==> config.mk <==
export PLATFORM = sky130hd
export DESIGN_NAME = m_layer_1_pool_reader
export DESIGN_NICKNAME = d
export VERILOG_FILES = /design/src/rtl/m_layer_1_pool_reader.sv
export SDC_FILE = /design/constraint.sdc
export NUM_CORES = 1
export LEC_CHECK = 0
export CELL_PAD_IN_SITES_DETAIL_PLACEMENT = 0
export CELL_PAD_IN_SITES_GLOBAL_PLACEMENT = 2
export CORE_UTILIZATION = 34
export CTS_BUF_LIST = sky130_fd_sc_hd__clkbuf_4
export DETAILED_ROUTE_END_ITERATION = 12
export HOLD_SLACK_MARGIN = 0.05
export PLACE_DENSITY_LB_ADDON = 0.1
export SYNTH_ARGS = -nofsm -noshare
export SYNTH_HDL_FRONTEND = slang
export SYNTH_SLANG_ARGS = --single-unit
==> constraint.sdc <==
create_clock -name clk -period 2.4 [get_ports clk]
set_input_delay 0.24 -clock clk [delete_from_list [all_inputs] [get_ports clk]]
set_output_delay 0.24 -clock clk [all_outputs]
set_load 0.005 [all_outputs]
==> src/rtl/m_layer_1_pool_reader.sv <==
// Layer-1 pooling reader: walks the written feature map in 2x2 windows,
// takes the unsigned max of each and streams the pooled pixels out.
module m_layer_1_pool_reader #(
    parameter int IMG_W  = 26,
    parameter int IMG_H  = 26,
    parameter int DATA_W = 8,
    parameter int ADDR_W = 10,
    parameter int POUT_W = 8
) (
    input  logic              clk,
    input  logic              rst,
    input  logic              layer_1_write_complete,
    output logic              rd_en,
    output logic [ADDR_W-1:0] rd_addr,
    input  logic [DATA_W-1:0] ram_d,
    output logic [DATA_W-1:0] pool_d,
    output logic [POUT_W-1:0] pool_addr,
    output logic              pool_valid,
    input  logic              pool_ready,
    output logic              pool_complete
);

    localparam int OW = IMG_W / 2;
    localparam int OH = IMG_H / 2;
    localparam int CW = (OW > 1) ? $clog2(OW) : 1;
    localparam int RW = (OH > 1) ? $clog2(OH) : 1;

    localparam logic [CW-1:0]     C_LAST   = CW'(OW - 1);
    localparam logic [RW-1:0]     R_LAST   = RW'(OH - 1);
    localparam logic [ADDR_W-1:0] ROW_OFF  = ADDR_W'(IMG_W);
    localparam logic [ADDR_W-1:0] ROW_STEP = ADDR_W'(IMG_W + 2);
    localparam logic [ADDR_W-1:0] COL_STEP = ADDR_W'(2);

    typedef enum logic [2:0] {
        S_IDLE,
        S_FETCH,
        S_LAST,
        S_OUT,
        S_DONE
    } state_t;

    state_t state;
    state_t state_nxt;

    logic [1:0]        k;
    logic [CW-1:0]     c;
    logic [RW-1:0]     r;
    logic [ADDR_W-1:0] base;
    logic [POUT_W-1:0] pidx;
    logic [DATA_W-1:0] max_q;

    logic start;
    logic accept;
    logic last_win;
    logic capture;

    assign start    = (state == S_IDLE) && layer_1_write_complete;
    assign accept   = (state == S_OUT) && pool_ready;
    assign last_win = (r == R_LAST) && (c == C_LAST);
    // datum for fetch k arrives during cycle k+1 (or LAST for k=3)
    assign capture  = ((state == S_FETCH) && (k != 2'd0)) || (state == S_LAST);

    assign pool_d    = max_q;
    assign pool_addr = pidx;

    // State register
    always_ff @(posedge clk or posedge rst) begin
        if (rst) state <= S_IDLE;
        else     state <= state_nxt;
    end

    // Next-state logic
    always_comb begin
        state_nxt = state;
        unique case (state)
            S_IDLE:  if (layer_1_write_complete) state_nxt = S_FETCH;
            S_FETCH: if (k == 2'd3) state_nxt = S_LAST;
            S_LAST:  state_nxt = S_OUT;
            S_OUT: begin
                if (pool_ready) state_nxt = last_win ? S_DONE : S_FETCH;
            end
            S_DONE:  state_nxt = S_DONE;
            default: state_nxt = S_IDLE;
        endcase
    end

    // Output decode: read strobe/address, valid and completion flags
    always_comb begin
        rd_en         = 1'b0;
        rd_addr       = '0;
        pool_valid    = 1'b0;
        pool_complete = 1'b0;
        unique case (state)
            S_FETCH: begin
                rd_en   = 1'b1;
                rd_addr = base + (k[1] ? ROW_OFF : '0)
                        + {{(ADDR_W-1){1'b0}}, k[0]};
            end
            S_OUT:   pool_valid = 1'b1;
            S_DONE:  pool_complete = 1'b1;
            default: ;
        endcase
    end

    // Window counters, fetch sub-count and running max
    always_ff @(posedge clk or posedge rst) begin
        if (rst) begin
            k     <= '0;
            c     <= '0;
            r     <= '0;
            base  <= '0;
            pidx  <= '0;
            max_q <= '0;
        end else begin
            if (state == S_FETCH) k <= k + 2'd1;
            if (capture) begin
                if ((state == S_FETCH) && (k == 2'd1)) max_q <= ram_d;
                else if (ram_d > max_q)                max_q <= ram_d;
            end
            if (start) begin
                k    <= '0;
                c    <= '0;
                r    <= '0;
                base <= '0;
                pidx <= '0;
            end else if (accept && !last_win) begin
                pidx <= pidx + 1'b1;
                if (c == C_LAST) begin
                    c    <= '0;
                    r    <= r + 1'b1;
                    base <= base + ROW_STEP;
                end else begin
                    c    <= c + 1'b1;
                    base <= base + COL_STEP;
                end
            end
        end
    end

endmodule
==> metrics <==
Initial Util=0.357; largest family of logic cells by synthesized area=simple AND/OR/NAND/NOR gates; crit path launch type=flip-flop; commonest non-fill, non-tap cell in the layout=dfrtp_1; Sw Pwr=0.910 mW; Layout Cells excl Fill=414; Placed Cells=399; P&R area growth vs syn=29.7%; post-synthesis adder-cell area fraction=0.117; Fmax=432 MHz; Worst VDD drop=0.348 mV; Critical Path AT=2080 ps; antenna cells=0; htree depth=2; HPWL Detailed=3660 um; Filler Cell Count=729; final setup fails=0; Final period util=0.966; area fraction in compound gates after synthesis=0.120; fin util=0.462; clock group share of total power=0.137; Avg Vias per Cell=4.76; Final Skew=10.9 ps; Syn Area/Cell=9.47 um2; Synth Area in Simple Gates=0.196; CTS tree=built; Crit Path Max Fanout=3; total power after layout=2.46 mW; vias in the first global route=1,889; worst-skew pair later-pin latency=340 ps; Worst-path clk slew=120 ps; WL per Instance=12.4 um; total gr overflow=0; post-route ant nets=0; sequential power share=0.357; biggest area consumer among synthesized cells=dfrtp_1; # rows=30; Hold WC Path Type=in -> async; Tightest Pin Transition=517 ps; Tmin final=2320 ps; DRC=0; Die Area=7590 um2; multi-input logic area=1450 um2; WL final=5150 um; TritonCTS Buffers=5; Synthesized Nets=295; Clock Sinks=38; RSZ-0062 raised after global routing=yes; largest net degree at the start of global routing=39; R2R Setup Slk=290 ps; cell leakage power=1.46 nW; #FFs+latches synth=38; Post-Place Worst Slack=48.8 ps; Die Width=87.1 um; total track usage=0.152; multiplexer share of the synthesized area=0.0407; CP cell instances=buf_4 > ha_4 > a31o_4 > a21oi_4 > buf_4 > or3_1 > a21oi_1 > buf_2; initial antenna violation count=0; initial DRC count=94; num ports=41; register area share after synthesis=0.386; Crit-path slowest cell=dfrtp_1; status=finished, final reports clean; layout cells sized above 1=0.173; Crit path required time=2160 ps; most used cell, CP=buf_4; slowest cell delay on critical path=410 ps; port bufs=40; GPL Wtd Cong=0.724; PD cells=772 nW/um2; vias=1,972; Final nets=352; Combinational Power Share=0.506; WS Path Type=reg -> out; share of the synthesized area in the top cell type=0.386; # hold bufs at CTS=0; Final Hold Viols=0; die height=87.1 um; most frequent cells in the layout=dfrtp_1, clkdlybuf4s50_1, nor2_1, inv_1, nand2_1; Mapped Cells=260; Main synth FF type=dfrtp_1; CTS root buffer=clkbuf_4; largest cells by area after synthesis=dfrtp_1, ha_1, nor2_1; first-pass detailed-route iteration total=4; Post-Synthesis Cell Area=2460 um2; number of synthesized flops with an enable pin=0; Max transition margin=0.656; net switching fraction of the power=0.369; Bufs on Longest Clock Path=2; Max Slew Vio Count=0; asr flop ratio synth=1.00; first-pass GRT wire length=9020 um; Worst setup EP type=output pin; Final WS setup=82.6 ps; number of distinct library cells after synthesis=44; internal power=1.55 mW; number of synthesis warnings=0; MaxCap Viol Count=0; Sequential Area=951 um2; core area=6910 um2; Post-Synth XOR/XNOR Area=0.0854
synth_stat cells, drive strengths merged (2+ instances only):
master / number
a21oi: 16
a221oi: 2
a32oi: 2
a41oi: 2
and3: 4
buf: 5
clkbuf: 4
dfrtp: 38
ha: 23
inv: 22
mux2: 8
nand2: 21
nand3: 10
nand4: 6
nor2: 33
nor2b: 2
nor3: 5
nor3b: 4
o21ai: 10
or3: 3
xnor2: 10
xor2: 14
per-layer routing:
layer,wire [um],track usage,vias up
li1,-,-,1010
met1,2710,0.211,928
met2,2240,0.235,28
met3,134,0.0313,6
met4,71,0.0492,0
met5,0,0,-
cell families (layout without fill, tap and decap cells):
kind of cell	Yosys count	after routing
DFF	38	38
AOI/OAI and AO/OA	42	42
buffers and inverters	31	89
adders and majority gates	23	23
muxes	9	9
and+or+nand+nor	93	93
xor gates and xnor gates	24	24
area by class of cell:
class,count,share of cell area
multi-input combinational,191,0.455
tap,96,0.0376
sequential,38,0.298
clock buffer,6,0.0141
timing repair buffer,59,0.167
clock inverter,2,0.00274
inverter,22,0.0259
power groups by stage:
stage / logic, mW / clock network (mW) / registers, mW
final: 1.25 / 0.337 / 0.881
after global routing: 1.39 / 0.387 / 0.901
after CTS: 1.25 / 0.360 / 0.882
after detailed placement: 1.19 / 0 / 0.895
after global placement: 1.19 / 0 / 0.890
after floorplan: 0.705 / 0 / 0.902
state kept, by name, indices dropped and copies added (netlist names):
name and count:
pool_addr 8, pool_d 8, base 9, state 3, k 2, c 4
r 4
final timing paths:
kind,from,end,cells past startpoint
setup / recovery,k[1],rd_addr[9],8
min in group clk,pool_d[5],pool_d[5],1
setup reg to reg,k[1],pool_d[5],8
max in group asynchronous,rst,r[1],3
hold reg to reg,pool_d[5],pool_d[5],1
hold / removal,rst,pool_d[2],3
metrics by stage:
step | TNS [ps] | hold slack, ps | cell area, um2
floorplan | 0 | 390 | 2460
global route | -86.7 | 367 | 3190
finish | 0 | 301 | 3190
global placement | 0 | 515 | 3020
CTS | 0 | 315 | 3170
detailed placement | 0 | 521 | 3020
what timing repair did:
item                       4_1_cts  5_1_grt
pin swaps                        3        8
buffers inserted                 6        1
hold endpoints to repair         0        0
resized for setup               22        7
setup endpoints to repair        6        5
critical path: cells and delay by family, from the launching register on:
kind                       cells  cell delay [ps]
AOI/OAI and AO/OA              3              350
adders and majority gates      1              290
buffers and inverters          3              400
DFF                            1              410
and+or+nand+nor                1              290
Note: power is estimated with default switching activity, not from simulation.
